**src/rtl/spi_ram_ctrl_p.sv**
```systemverilog
// -----------------------------------------------------------------------------
// spi_ram_ctrl_p
//
// Single-port RAM slave that sits behind the SPI slave shift logic. Each
// received frame carries a 2-bit command and a DATA_W-bit payload:
//   00 write address   -> load wr_ptr (range checked)
//   01 write data      -> mem[wr_ptr] <= payload (needs a valid wr_ptr)
//   10 read address    -> load rd_ptr (range checked)
//   11 read data       -> dout <= mem[rd_ptr], tx_valid pulse (needs rd_ptr)
// Rejected frames produce a one-cycle err pulse and change no state.
//
// Optional feature (macro SPI_RAM_AUTOINC_EN): after each accepted data frame
// the matching pointer advances by one, wrapping at MEM_DEPTH, so a burst
// needs only one address frame.
//
// Parameters:
//   DATA_W     payload / memory word width (din is DATA_W+2 bits)
//   MEM_DEPTH  number of memory words, 2..2**DATA_W
//   ADDR_SIZE  pointer width, 2**ADDR_SIZE >= MEM_DEPTH, ADDR_SIZE <= DATA_W
//
// Ports:
//   clk       system clock, rising edge
//   rst_n     asynchronous active-low reset
//   rx_valid  din holds a valid frame this cycle
//   din       {cmd[1:0], payload[DATA_W-1:0]}
//   dout      registered read data, held until the next successful read
//   tx_valid  one-cycle pulse, dout carries new read data
//   err       one-cycle pulse, frame rejected
// -----------------------------------------------------------------------------
module spi_ram_ctrl_p #(
  parameter int DATA_W    = 8,
  parameter int MEM_DEPTH = 256,
  parameter int ADDR_SIZE = 8
) (
  input  logic              clk,
  input  logic              rst_n,
  input  logic              rx_valid,
  input  logic [DATA_W+1:0] din,
  output logic [DATA_W-1:0] dout,
  output logic              tx_valid,
  output logic              err
);

  localparam logic [1:0] CMD_WR_ADDR = 2'b00;
  localparam logic [1:0] CMD_WR_DATA = 2'b01;
  localparam logic [1:0] CMD_RD_ADDR = 2'b10;
  localparam logic [1:0] CMD_RD_DATA = 2'b11;

  // One extra bit so MEM_DEPTH == 2**DATA_W is representable.
  localparam logic [DATA_W:0] DEPTH_EXT = (DATA_W + 1)'(MEM_DEPTH);

`ifdef SPI_RAM_AUTOINC_EN
  localparam logic [ADDR_SIZE-1:0] LAST_ADDR = ADDR_SIZE'(MEM_DEPTH - 1);
  localparam logic [ADDR_SIZE-1:0] ONE_ADDR  = ADDR_SIZE'(1);

  // Pointer advance wraps at the real depth, not at 2**ADDR_SIZE.
  function automatic logic [ADDR_SIZE-1:0] ptr_inc(input logic [ADDR_SIZE-1:0] ptr);
    logic [ADDR_SIZE-1:0] nxt;
    if (ptr == LAST_ADDR) begin
      nxt = {ADDR_SIZE{1'b0}};
    end else begin
      nxt = ptr + ONE_ADDR;
    end
    return nxt;
  endfunction
`endif

  logic [DATA_W-1:0]    mem [MEM_DEPTH];

  logic [1:0]           cmd;
  logic [DATA_W-1:0]    payload;
  logic [ADDR_SIZE-1:0] payload_addr;
  logic                 addr_ok;
  logic                 mem_we;

  logic [ADDR_SIZE-1:0] wr_ptr_q, wr_ptr_d;
  logic [ADDR_SIZE-1:0] rd_ptr_q, rd_ptr_d;
  logic                 wr_vld_q, wr_vld_d;
  logic                 rd_vld_q, rd_vld_d;
  logic [DATA_W-1:0]    dout_q, dout_d;
  logic                 tx_valid_q, tx_valid_d;
  logic                 err_q, err_d;

  assign cmd          = din[DATA_W+1:DATA_W];
  assign payload      = din[DATA_W-1:0];
  assign payload_addr = payload[ADDR_SIZE-1:0];
  // Full payload is compared, so stray bits above ADDR_SIZE are rejected too.
  assign addr_ok      = ({1'b0, payload} < DEPTH_EXT);

  // Frame decode: next pointer/flag state, write enable and output pulses.
  always_comb begin
    wr_ptr_d   = wr_ptr_q;
    rd_ptr_d   = rd_ptr_q;
    wr_vld_d   = wr_vld_q;
    rd_vld_d   = rd_vld_q;
    dout_d     = dout_q;
    tx_valid_d = 1'b0;
    err_d      = 1'b0;
    mem_we     = 1'b0;
    if (rx_valid) begin
      case (cmd)
        CMD_WR_ADDR: begin
          if (addr_ok) begin
            wr_ptr_d = payload_addr;
            wr_vld_d = 1'b1;
          end else begin
            err_d = 1'b1;
          end
        end
        CMD_WR_DATA: begin
          if (wr_vld_q) begin
            mem_we = 1'b1;
`ifdef SPI_RAM_AUTOINC_EN
            wr_ptr_d = ptr_inc(wr_ptr_q);
`endif
          end else begin
            err_d = 1'b1;
          end
        end
        CMD_RD_ADDR: begin
          if (addr_ok) begin
            rd_ptr_d = payload_addr;
            rd_vld_d = 1'b1;
          end else begin
            err_d = 1'b1;
          end
        end
        CMD_RD_DATA: begin
          if (rd_vld_q) begin
            // A write accepted on the previous edge is already in mem here.
            dout_d     = mem[rd_ptr_q];
            tx_valid_d = 1'b1;
`ifdef SPI_RAM_AUTOINC_EN
            rd_ptr_d = ptr_inc(rd_ptr_q);
`endif
          end else begin
            err_d = 1'b1;
          end
        end
        default: begin
          err_d = 1'b1;
        end
      endcase
    end else begin
      tx_valid_d = 1'b0;
      err_d      = 1'b0;
    end
  end

  // Control/output registers; async reset clears pointers, flags and pulses.
  always_ff @(posedge clk or negedge rst_n) begin
    if (!rst_n) begin
      wr_ptr_q   <= {ADDR_SIZE{1'b0}};
      rd_ptr_q   <= {ADDR_SIZE{1'b0}};
      wr_vld_q   <= 1'b0;
      rd_vld_q   <= 1'b0;
      dout_q     <= {DATA_W{1'b0}};
      tx_valid_q <= 1'b0;
      err_q      <= 1'b0;
    end else begin
      wr_ptr_q   <= wr_ptr_d;
      rd_ptr_q   <= rd_ptr_d;
      wr_vld_q   <= wr_vld_d;
      rd_vld_q   <= rd_vld_d;
      dout_q     <= dout_d;
      tx_valid_q <= tx_valid_d;
      err_q      <= err_d;
    end
  end

  // Memory write port; contents intentionally survive reset.
  always_ff @(posedge clk) begin
    if (mem_we) begin
      mem[wr_ptr_q] <= payload;
    end
  end

  assign dout     = dout_q;
  assign tx_valid = tx_valid_q;
  assign err      = err_q;

endmodule

```
**config.mk**
```make
export PLATFORM = sky130hd
export DESIGN_NAME = spi_ram_ctrl_p
export DESIGN_NICKNAME = d
export VERILOG_FILES = /design/src/rtl/spi_ram_ctrl_p.sv
export SDC_FILE = /design/constraint.sdc
export NUM_CORES = 2
export LEC_CHECK = 0
export ABC_AREA = 1
export CAP_MARGIN = 5
export CORE_UTILIZATION = 40
export CTS_CLUSTER_DIAMETER = 40
export DETAILED_ROUTE_END_ITERATION = 7
export GPL_ROUTABILITY_DRIVEN = 0
export HOLD_SLACK_MARGIN = 0.03
export MAX_ROUTING_LAYER = met4
export PLACE_DENSITY = 0.66
export RECOVER_POWER = 100
export SYNTH_ARGS = -nofsm -noshare
export SYNTH_HDL_FRONTEND = slang
export SYNTH_SLANG_ARGS = --single-unit
```
**constraint.sdc**
```tcl
create_clock -name clk -period 2.3 [get_ports clk]
set_input_delay 0.345 -clock clk [delete_from_list [all_inputs] [get_ports clk]]
set_output_delay 0.345 -clock clk [all_outputs]
set_load 0.03 [all_outputs]
```
==> run_results.csv <==
group,metric,value,unit
clock_network,numCtsBuffers,288,
yosys,yosys.area_share.adder,0,
floorplan,dieArea,212000,sq um
clock_network,insertion_delay,0.94,ns
sta,finalHoldViolCount,0,
yosys,synth_top_area_cell,"edfxtp_1",
routing,drt_iter0_drc,8188,
sta,slew_violations,448,
critical_path,r2r_end,"dout[5]$_DFFE_PN0P_",
cells_and_area,area_growth_syn_to_layout,25.4,%
grt,overflow,0,
hold_path,hold_class,"in -> reg",
routing,wl_met3,28400,um
routing,top_layer,"met4",
yosys,synth_compound_area_frac,0.000952,
floorplan,start_util,0.404,
yosys,syn_nets,7054,
power,power.internal,74.6,mW
sta,rsz0062_at_grt,"true",
critical_path,start_kind,"flop",
critical_path,max_stage_delay,0.56,ns
critical_path,endpoint_kind,"flop",
routing,wl_met2,119000,um
sta,setup_slack,-0.113,ns
outcome,status,"finished with violations",
placement,placed_area,92500,sq um
power,clkPwrFrac,0.424,
clock_network,clk_pin_slew,0.06,ns
critical_path,crit_family,"simple AND/OR/NAND/NOR gates",
yosys,synth_area_per_cell,11.9,sq um
sta,fin_crit_sh,1.05,
clock_network,clock_path_buffers,4,
hold_path,worst_hold_path.num_cells,3,
critical_path,worstSetupEndpoint,"dout[5]$_DFFE_PN0P_",
critical_path,rr_worst_depth,15,
routing,wire_per_inst,24.1,um
power,vdd_drop_max,654,uV
yosys,synth_cell_types,17,
yosys,synth-main-ff-cell,"edfxtp_1",
yosys,synthArstFlopShare,0.0135,
power,power.density,980,nW/um^2
critical_path,path_common_cell,"nand3_2",
yosys,synth-edff-count,2048,
power,swShare,0.278,
grt,grt_first_pass_wirelength,372000,um
grt,grt_use_total,0.244,
yosys,synth_seq_area_share,0.740,
clock_network,htree_levels,5,
floorplan,die_h,460,um
routing,via_count,60100,
critical_path,rr_startpoint,"rd_ptr_q[0]$_DFFE_PN0P_",
routing,drt-total-wl,257000,um
critical_path,critPathArrivalTime,3.26,ns
yosys,muxShareOfSynthArea,0,
critical_path,startpoint,"rd_ptr_q[0]$_DFFE_PN0P_",
sta,finalSetupViolCount,125,
yosys,synth_xor_xnor_area_share,0,
placement,dpl.cell_count,10000,
critical_path,regToRegSetupSlack,-0.11,ns
placement,port_buffers,22,
cells_and_area,post-route-cell-area,105000,sq um
outcome,violations,"capacitance limit, slew limit, setup timing",
yosys,netlist_top_cells_count,"nand2_1 (2,122), edfxtp_1 (2,048), nand3_1 (2,041)",
sta,setup_tns,-3.11,ns
routing,wl_met1,97100,um
yosys,ys_top_cells_by_area,"edfxtp_1 (73%), nand3_1 (12%), nand2_1 (9.5%)",
sta,fin_skew,0.0823,ns
clock_network,clock_sinks,2076,
sta,slew_headroom,-0.360,
critical_path,worstSetupPathType,"reg -> reg",
cells_and_area,final_cells,10600,
critical_path,cp.required,3.15,ns
sta,fmax,414,MHz
yosys,synth-seq-cells,2076,
grt,antenna_found_initial,7,
yosys,ys_warn_count,0,
cells_and_area,nNetsFinal,7654,
routing,via_per_inst,5.65,
critical_path,cp_cell_sequence,"inv_16, buf_6, buf_12, buf_4, clkbuf_16, nand2_1, nand3_1, nand3_1, nand3_1, nand3_2, nand3_2, nand3_2, nand3_2, nand3_2, nand2_1",
floorplan,die_width,460,um
placement,dp_hpwl,150000,um
floorplan,ios,23,
power,power_leakage,38.2,nW
yosys,synth_largest_type_area_fraction,0.731,
grt,grt_max_degree,88,
yosys,netlist_area,84100,sq um
yosys,synth_top_family_by_area,"simple AND/OR/NAND/NOR gates",
power,p_comb_frac,0.170,
clock_network,cts_root_buf,"clkbuf_16",
power,seqPwrFrac,0.406,
sta,worst_pin_slew,2.04,ns
yosys,synth-simple-area-share,0.228,
routing,drtAntennaViolNets,0,
floorplan,core_area,208000,sq um
critical_path,path_depth,15,
floorplan,rows,167,
critical_path,cp_num_buf_inv,5,
yosys,synth_most_common_cell,"nand2_1",
sta,fin_crit,2.41,ns
power,power.switching,28.7,mW
yosys,synth_cells,7041,
routing,dr.pass1.iters,7,
clock_network,cts_tree,"built",
critical_path,path_max_fanout,12,
flow_run,cap_violations,8,
critical_path,crit_slowest_cell,"dfrtp_4",
cells_and_area,drive_above_1_share,0.204,
grt,grt_pass1_vias,58500,
routing,drc_errors,0,
-- power by group through the flow --
stage | sequential, mW | clock, mW | combinational (mW)
after floorplan | 42.6 | 0 | 7.79
after global placement | 42.7 | 0 | 14.1
after detailed placement | 42.7 | 0 | 14.2
after CTS | 41.9 | 44.0 | 16.1
after global routing | 41.9 | 45.6 | 18.5
final | 42.0 | 43.8 | 17.6
-- cell families (layout without fill, tap and decap cells) --
logic type | count (synthesis) | count (layout)
other | 0 | 5
AO/OA/AOI/OAI | 16 | 16
AND/OR/NAND/NOR | 4435 | 4435
flip-flops | 2076 | 2076
buffers and inverters | 514 | 1325
-- cells in the final DEF (no fill, tap or decap), types with 4 or more instances in the layout --
cell	count
clkinv_4	20
clkdlybuf4s50_1	5
nand3_2	305
inv_6	38
edfxtp_1	2048
dlygate4sd3_1	9
o21ai_0	16
clkbuf_4	35
clkinv_8	8
buf_16	43
clkbuf_16	310
bufbuf_16	8
nor3_1	5
nand2_1	2105
nand2_2	17
clkinv_1	26
buf_4	346
buf_6	43
inv_1	26
buf_8	10
dfrtp_4	4
dlygate4sd2_1	8
diode_2	5
buf_12	107
clkinv_2	28
nand3_1	1678
dfrtp_1	23
inv_8	12
nor2_1	265
buf_2	58
bufinv_16	27
clkinvlp_4	27
clkbuf_1	39
nand3_4	58
clkbuf_2	87
-- layout make-up --
class	count	area (sq um)
Antenna cell	5	12.5
Clock buffer	317	7450
Clock inverter	184	2000
Fill cell	17100	102000
Inverter	31	155
Multi-Input combinational cell	4451	21600
Sequential cell	2076	62200
Tap cell	2788	3490
Timing Repair Buffer	792	8480
Timing Repair inverter	1	8.76
-- sequential cells by signal, summed over array words and instances, names as in the netlist --
name	flops
dout	8
rd_ptr_q	8
rd_vld_q	1
mem	2048
err	1
tx_valid	1
wr_ptr_q	8
wr_vld_q	1
-- timing repair --
item                       4_1_cts  5_1_grt
hold buffers                     9        0
gates resized for setup        284      272
pin swaps                       56      102
hold endpoints to repair       395        0
setup endpoints to repair       16       16
setup buffers                   37        9
cloned                          29       16
-- worst reg2reg max path, stage by stage (launching register included) --
cell and delay [ns]:
dfrtp_4 0.56, inv_16 0.14, buf_6 0.12, buf_12 0.15
buf_4 0.15, clkbuf_16 0.16, nand2_1 0.06, nand3_1 0.10
nand3_1 0.09, nand3_1 0.13, nand3_2 0.13, nand3_2 0.16
nand3_2 0.12, nand3_2 0.14, nand3_2 0.07, nand2_1 0.07
-- layer usage --
metal / global-route usage / vias up
li1: - / 26400
met1: 0.311 / 29300
met2: 0.378 / 3700
met3: 0.0493 / 707
met4: 0.103 / 0
met5: - / -
-- metrics by stage --
step	util	hold WS (ns)	worst slack [ns]	power (mW)
3_3_place_gp	0.445	0.443	-0.506	56.8
3_5_place_dp	0.445	0.447	-0.442	56.9
2_1_floorplan	-	0.0494	0.181	50.4
5_1_grt	0.507	0.145	-0.161	106
6_report	0.507	0.137	-0.113	103
4_1_cts	0.503	0.0308	-0.203	102
-- worst min path at each step --
stage | slack (ns) | start | to
2_1_floorplan | 0.05 | rst_n | dout[0]$_DFFE_PN0P_
3_3_place_gp | 0.44 | rst_n | err$_DFF_PN0_
3_5_place_dp | 0.45 | rst_n | tx_valid$_DFF_PN0_
4_1_cts | 0.03 | rst_n | dout[3]$_DFFE_PN0P_
5_1_grt | 0.14 | rx_valid | err$_DFF_PN0_
6_report | 0.14 | rx_valid | err$_DFF_PN0_
Note: power is estimated with default switching activity, not from simulation.
